<file path="src/rtl/johnson_seq_ctrl.sv">
// ---------------------------------------------------------------------------
// johnson_seq_ctrl
//
// Run-length sequencer and protocol checker for a WIDTH-bit Johnson counter.
// A start command with a step count drives the counter enable (cnt_en) for
// exactly that many clocks. stop aborts the run early. A passive checker
// watches the counter output. It flags illegal codes and wrong transitions
// (sticky seq_err), decodes the phase index, and pulses wrap when the counter
// rolls over from its last code back to all-zeros.
//
// Optional feature macro: JSC_PAUSE_EN
//   When it is defined, the module has a 'pause' input that freezes the
//   enable stream while in RUN. When it is undefined, the port is absent and
//   the logic behaves as if pause were tied low.
//
// Ports:
//   clk        in   rising-edge clock
//   rst_n      in   asynchronous active-low reset
//   start      in   start request, sampled only in IDLE
//   run_len    in   [LEN_W]  number of enable cycles, captured with start
//   stop       in   abort request, sampled only in RUN
//   err_clr    in   clears sticky seq_err (a simultaneous new error wins)
//   pause      in   (JSC_PAUSE_EN only) hold the enable stream in RUN
//   cnt_q      in   [WIDTH]  Johnson counter output
//   cnt_en     out  counter enable, registered
//   busy       out  high in RUN and DONE
//   done       out  one-cycle completion pulse
//   aborted    out  qualifies done: 1 = run ended by stop
//   phase_idx  out  [IDX_W]  registered decoded index of cnt_q
//   wrap       out  one-cycle pulse on the last-code -> 0 transition
//   seq_err    out  sticky protocol error flag
//
// Command handshake: start is a request that is accepted only while busy=0.
// Every accepted command produces exactly one done pulse, and aborted is
// valid in that same cycle. A reset cancels the run in flight, and no done
// is produced for it.
//
// The FSM state is held in the internal signal 'state' (type state_t) so
// that a checker can bind to it.
// ---------------------------------------------------------------------------
module johnson_seq_ctrl #(
  parameter int WIDTH = 5,
  parameter int LEN_W = 8,
  parameter int IDX_W = 4
) (
  input  logic             clk,
  input  logic             rst_n,
  input  logic             start,
  input  logic [LEN_W-1:0] run_len,
  input  logic             stop,
  input  logic             err_clr,
`ifdef JSC_PAUSE_EN
  input  logic             pause,
`endif
  input  logic [WIDTH-1:0] cnt_q,
  output logic             cnt_en,
  output logic             busy,
  output logic             done,
  output logic             aborted,
  output logic [IDX_W-1:0] phase_idx,
  output logic             wrap,
  output logic             seq_err
);

  // -------------------------------------------------------------------------
  // Constants and helpers
  // -------------------------------------------------------------------------
  // Last code of the sequence (1000...0). The step after it is all-zeros.
  localparam logic [WIDTH-1:0] LAST_CODE = {1'b1, {(WIDTH-1){1'b0}}};
  localparam logic [IDX_W-1:0] SEQ_LEN   = IDX_W'(2 * WIDTH);
  localparam logic [LEN_W-1:0] ONE_STEP  = LEN_W'(1);

  // Returns 1 when q is one of the 2*WIDTH codes that the Johnson counter
  // walks through starting from all-zeros.
  function automatic logic is_johnson(input logic [WIDTH-1:0] q);
    logic [WIDTH-1:0] code;
    logic             hit;
    code = '0;
    hit  = 1'b0;
    for (int i = 0; i < 2 * WIDTH; i++) begin
      if (q == code) hit = 1'b1;
      code = {code[WIDTH-2:0], ~code[WIDTH-1]};
    end
    return hit;
  endfunction

  function automatic logic [IDX_W-1:0] popcount(input logic [WIDTH-1:0] q);
    logic [IDX_W-1:0] ones;
    ones = '0;
    for (int i = 0; i < WIDTH; i++) begin
      ones = ones + IDX_W'(q[i]);
    end
    return ones;
  endfunction

  // -------------------------------------------------------------------------
  // Pause qualifier
  // -------------------------------------------------------------------------
  logic pause_i;
`ifdef JSC_PAUSE_EN
  assign pause_i = pause;
`else
  assign pause_i = 1'b0;
`endif

  // -------------------------------------------------------------------------
  // Sequencer FSM
  // -------------------------------------------------------------------------
  typedef enum logic [1:0] {
    ST_IDLE = 2'd0,
    ST_RUN  = 2'd1,
    ST_DONE = 2'd2
  } state_t;

  state_t           state, state_n;
  logic [LEN_W-1:0] remaining, remaining_n;
  logic             cnt_en_n;
  logic             aborted_n;

  always_ff @(posedge clk or negedge rst_n) begin
    if (!rst_n) begin
      state     <= ST_IDLE;
      remaining <= '0;
      cnt_en    <= 1'b0;
      aborted   <= 1'b0;
    end else begin
      state     <= state_n;
      remaining <= remaining_n;
      cnt_en    <= cnt_en_n;
      aborted   <= aborted_n;
    end
  end

  always_comb begin
    state_n     = state;
    remaining_n = remaining;
    cnt_en_n    = cnt_en;
    aborted_n   = aborted;

    case (state)
      ST_IDLE: begin
        cnt_en_n  = 1'b0;
        aborted_n = 1'b0;
        if (start) begin
          if (run_len != '0) begin
            state_n     = ST_RUN;
            remaining_n = run_len;
            cnt_en_n    = 1'b1;
          end else begin
            // A zero-length run completes at once and never enables the
            // counter.
            state_n = ST_DONE;
          end
        end
      end

      ST_RUN: begin
        if (cnt_en && (remaining == ONE_STEP)) begin
          // The final step takes priority over stop. The run has already
          // finished normally.
          state_n     = ST_DONE;
          remaining_n = '0;
          cnt_en_n    = 1'b0;
          aborted_n   = 1'b0;
        end else if (stop) begin
          state_n     = ST_DONE;
          remaining_n = '0;
          cnt_en_n    = 1'b0;
          aborted_n   = 1'b1;
        end else begin
          // remaining counts the edges at which the counter actually
          // advanced. A step that is in flight when pause rises still counts.
          if (cnt_en) remaining_n = remaining - ONE_STEP;
          cnt_en_n = ~pause_i;
        end
      end

      ST_DONE: begin
        state_n   = ST_IDLE;
        cnt_en_n  = 1'b0;
        aborted_n = 1'b0;
      end

      default: begin
        state_n     = ST_IDLE;
        remaining_n = '0;
        cnt_en_n    = 1'b0;
        aborted_n   = 1'b0;
      end
    endcase
  end

  // Both outputs are decoded directly from the state register, so they
  // carry no combinational input-to-output paths.
  assign busy = (state != ST_IDLE);
  assign done = (state == ST_DONE);

  // -------------------------------------------------------------------------
  // Protocol checker and phase decoder
  // -------------------------------------------------------------------------
  logic [WIDTH-1:0] prev_q;
  logic             prev_en;
  logic             chk_valid;

  logic [WIDTH-1:0] exp_next;
  logic             code_ok;
  logic             trans_ok;
  logic             err_now;
  logic             wrap_now;
  logic [IDX_W-1:0] ones;
  logic [IDX_W-1:0] idx_calc;
  logic [IDX_W-1:0] phase_idx_n;
  logic             seq_err_n;

  always_comb begin
    exp_next    = {prev_q[WIDTH-2:0], ~prev_q[WIDTH-1]};
    code_ok     = is_johnson(cnt_q);
    trans_ok    = prev_en ? (cnt_q == exp_next) : (cnt_q == prev_q);
    // prev_q holds no real sample until the first clock after reset, so the
    // checks are qualified by chk_valid.
    err_now     = chk_valid && (!code_ok || !trans_ok);
    wrap_now    = prev_en && (prev_q == LAST_CODE) && (cnt_q == '0);

    // The first half of the sequence fills ones from the LSB, so the index
    // equals the number of ones. The second half drains them again, so the
    // index equals 2*WIDTH minus the number of ones.
    ones        = popcount(cnt_q);
    idx_calc    = cnt_q[WIDTH-1] ? (SEQ_LEN - ones) : ones;
    phase_idx_n = code_ok ? idx_calc : phase_idx;

    // A new error wins over a clear that arrives in the same cycle.
    seq_err_n   = seq_err;
    if (err_clr) seq_err_n = 1'b0;
    if (err_now) seq_err_n = 1'b1;
  end

  always_ff @(posedge clk or negedge rst_n) begin
    if (!rst_n) begin
      prev_q    <= '0;
      prev_en   <= 1'b0;
      chk_valid <= 1'b0;
      phase_idx <= '0;
      wrap      <= 1'b0;
      seq_err   <= 1'b0;
    end else begin
      prev_q    <= cnt_q;
      prev_en   <= cnt_en;
      chk_valid <= 1'b1;
      phase_idx <= phase_idx_n;
      wrap      <= wrap_now;
      seq_err   <= seq_err_n;
    end
  end

endmodule
</file>
<file path="config.mk">
export PLATFORM = sky130hd
export DESIGN_NAME = johnson_seq_ctrl
export DESIGN_NICKNAME = d
export VERILOG_FILES = /design/src/rtl/johnson_seq_ctrl.sv
export SDC_FILE = /design/constraint.sdc
export NUM_CORES = 1
export LEC_CHECK = 0
export CAP_MARGIN = 5
export CORE_ASPECT_RATIO = 0.75
export CORE_MARGIN = 2
export CORE_UTILIZATION = 30
export DETAILED_ROUTE_END_ITERATION = 16
export PLACE_DENSITY = 0.58
export SYNTH_ARGS = -nofsm -noshare
export SYNTH_HDL_FRONTEND = slang
export SYNTH_SLANG_ARGS = --single-unit
</file>
<file path="constraint.sdc">
create_clock -name clk -period 1.9 [get_ports clk]
set_input_delay 0.57 -clock clk [delete_from_list [all_inputs] [get_ports clk]]
set_output_delay 0.57 -clock clk [all_outputs]
set_load 0.02 [all_outputs]
</file>
==> results by group <==
Run status
  – Run status: complete, but fails checks
  – Failing checks: negative setup slack

Placed design
  – Pre-CTS setup slack: -1250 ps
  – Port buffer count: 27
  – HPWL Detailed: 3.00 mm
  – GP Congestion: 0.813

Layout
  – Layout filler cell count: 477
  – Layout cell share with drive strength beyond 1: 33.1%
  – Final nets: 269
  – Antenna diodes: 0
  – Final Util: 48.5%
  – Area grow syn2layout: 55.6%

Clocking
  – Clock-pin slew of the registers on the worst-case setup and hold paths: 90 ps
  – Root buf cell: clkbuf_8
  – Total CTS buffers: 3
  – Clk sinks: 25
  – CTS Buffer Depth: 2
  – TritonCTS clock tree: built
  – CTS Hold Bufs: 0
  – H-tree depth: 1
  – Clk Latency, worst-skew pair: 270 ps

Power and ir drop
  – Power share of the clock group: 12.1%
  – PD cells: 1100 nW/µm²
  – Register share of total power: 31.0%
  – LEAKAGE: 1.10 nW
  – Pint: 1.58 mW
  – Logic pwr share: 56.9%
  – Tot Pwr: 2.61 mW
  – Sw Ratio: 39.7%
  – Max IR drop VDD: 0.684 mV
  – P_sw: 1.04 mW

Die
  – Placement Rows: 22
  – Ports: 28
  – Die H: 65.8 µm
  – Die area: 5680 µm²
  – Initial Util: 31.2%
  – Die width: 86.4 µm
  – CORE AREA: 4900 µm²

Yosys
  – Syn Std Cell Area: 1530 µm²
  – Synth unique cells: 43
  – Ys Warns: 0
  – Simple-gate portion of the synthesized area: 17.1%
  – Most frequent cells after synthesis: 25 x dfrtp_1, 14 x inv_1, 12 x nand2_1
  – Synth Area per Inst: 9.72 µm²
  – Post-synth top area cell: dfrtp_1
  – Synthesized flop and latch total: 25
  – Synthesized-area fraction occupied by adder cells: 10.5%
  – Cell count after synthesis: 157
  – Main combinational cell family by area after synthesis: compound AO/OA/AOI/OAI gates
  – Sequential element share of the synthesized area: 41.0%
  – Main synth FF type: dfrtp_1
  – Top-count cell post-synth: dfrtp_1
  – Mux contribution to synthesized area: 5.41%
  – Post-synth EDFFs: 0
  – Compound-Gate Fraction of Synth Area: 17.8%
  – Post-synth top area share: 41.0%
  – Synth area leaders: dfrtp_1 41%, ha_1 6.6%, fa_1 3.9%
  – Syn nets: 186
  – Post-Synth XOR/XNOR Area: 2.87%
  – Ys async rst share: 100%

Worst setup path
  – CP endpoint kind: flop
  – Worst flop-to-flop path startpoint: remaining[1]
  – Worst Path Arrival: 2490 ps
  – CP required: 2060 ps
  – Crit Path Category: input pin to flop
  – Startpoint Class: input pin
  – Critical path peak fanout: 2
  – Setup crit start: cnt_q[1]

Min path
  – HP Start: chk_valid
  – Hold Crit Class: flop to flop

Timing
  – Hold Vio Cnt, Final: 0
  – Fmax achieved: 0.429 GHz
  – Final worst slack: -429 ps
  – Min cycle time layout: 2330 ps
  – Setup Viol. Count Final: 3
  – Post-Route Skew: 6.46 ps
  – Final period util: 123%
  – RSZ-0062 raised after global routing: true
  – Fin. max-slew vios: 0

Route
  – Vias per inst: 4.77
  – Routed vias: 1426
  – Initial DRC Count: 95
  – DRC viols: 0
  – Final wirelength: 3.91 mm
  – First-pass DRT Iterations: 4
  – Mean routed wirelength per cell: 13.1 µm
  – Antenna-violating nets left: 0

Global routing
  – GRT Overall Usage: 15.4%
  – Antenna violations before repair: 0
  – Vias in the first global route: 1471
  – Largest net degree at the start of global routing: 26
  – GRT Residual Overflow: 0
  – First-pass GRT wire length: 6.82 mm

Job
  – Max-cap violations: 0
placed cells by master (no fill, tap or decap), drive strengths merged, types with 2 or more instances in the layout:
master	count
a21oi	10
o22ai	3
inv	14
nor2	9
dlygate4sd2	7
nor3b	4
o21ai	13
mux2i	6
nand2	12
clkdlybuf4s50	15
fa	3
buf	58
dlymetal6s2s	2
nor4	5
clkbuf	4
mux2	2
nor3	7
or3	2
a22oi	3
nand3	2
ha	8
dfrtp	25
nand2b	2
a31oi	2
xnor2	5
worst max-delay path: stages:
cell and delay, ps:
buf_8 80, clkinvlp_4 80, fa_1 550, fa_1 470, fa_2 340, and2_4 150
mux2_4 250
cells by family (layout without fill, tap and decap cells):
| kind of cell | count (synthesis) | count (layout) |
|---|---|---|
| multiplexers | 8 | 8 |
| XOR/XNOR | 5 | 5 |
| other | 1 | 1 |
| flip-flops | 25 | 25 |
| AND/OR/NAND/NOR | 49 | 49 |
| adder cells (fa/ha/maj) | 11 | 11 |
| buffers and inverters | 19 | 101 |
| AO/OA/AOI/OAI | 39 | 39 |
path summary, 6_finish.rpt:
kind | to | slack (ps) | cells past startpoint
worst max-delay path | phase_idx[3] | -430 | 7
worst min-delay path | seq_err | 480 | 1
worst max register to register | remaining[4] | 140 | 8
worst min register to register | seq_err | 480 | 1
max in group asynchronous | remaining[0] | 990 | 2
min in group asynchronous | phase_idx[1] | 650 | 2
power by group through the flow:
stage	Combinational [mW]	Sequential, mW	Clock [mW]
after detailed placement	1.45	0.819	0
final	1.49	0.810	0.317
after global placement	1.44	0.821	0
after CTS	1.46	0.810	0.332
after floorplan	0.722	0.869	0
after global routing	1.64	0.830	0.360
flip-flops by register name, indices dropped and copies added (netlist names), 2 cells and up:
| register | flops |
|---|---|
| phase_idx | 4 |
| prev_q | 5 |
| remaining | 8 |
| state | 2 |
per-stage QoR:
stage	hold slack [ps]	area [µm²]	cells	TNS (ps)
finish	478	2370	299	-1200
global route	502	2370	299	-1430
CTS	484	2320	295	-1340
detailed placement	464	2210	286	-8570
global placement	459	2210	286	-8710
floorplan	274	1540	157	-1650
routing by layer:
layer	global-route usage, %	part of all wire (%)	vias up
met5	0	0	-
met1	21.9	54	683
li1	-	-	721
met4	2.54	0.49	0
met3	3.25	2.5	3
met2	24.4	43	19
layout make-up:
cell class	count	area, µm²	area share, %
well taps	60	75.1	3.16
inverters	15	60.1	2.53
flip-flops and latches	25	626	26.3
clock buffers	4	45.0	1.90
repair buffers	82	686	28.9
multi-input cells	113	883	37.2
what timing repair did:
item                       4_1_cts  5_1_grt
pin swaps                        7       10
resized for setup               32        9
setup endpoints to repair       16       13
buffers inserted                 5        4
gates cloned                     0        0
(Power assumes the default switching activity.)
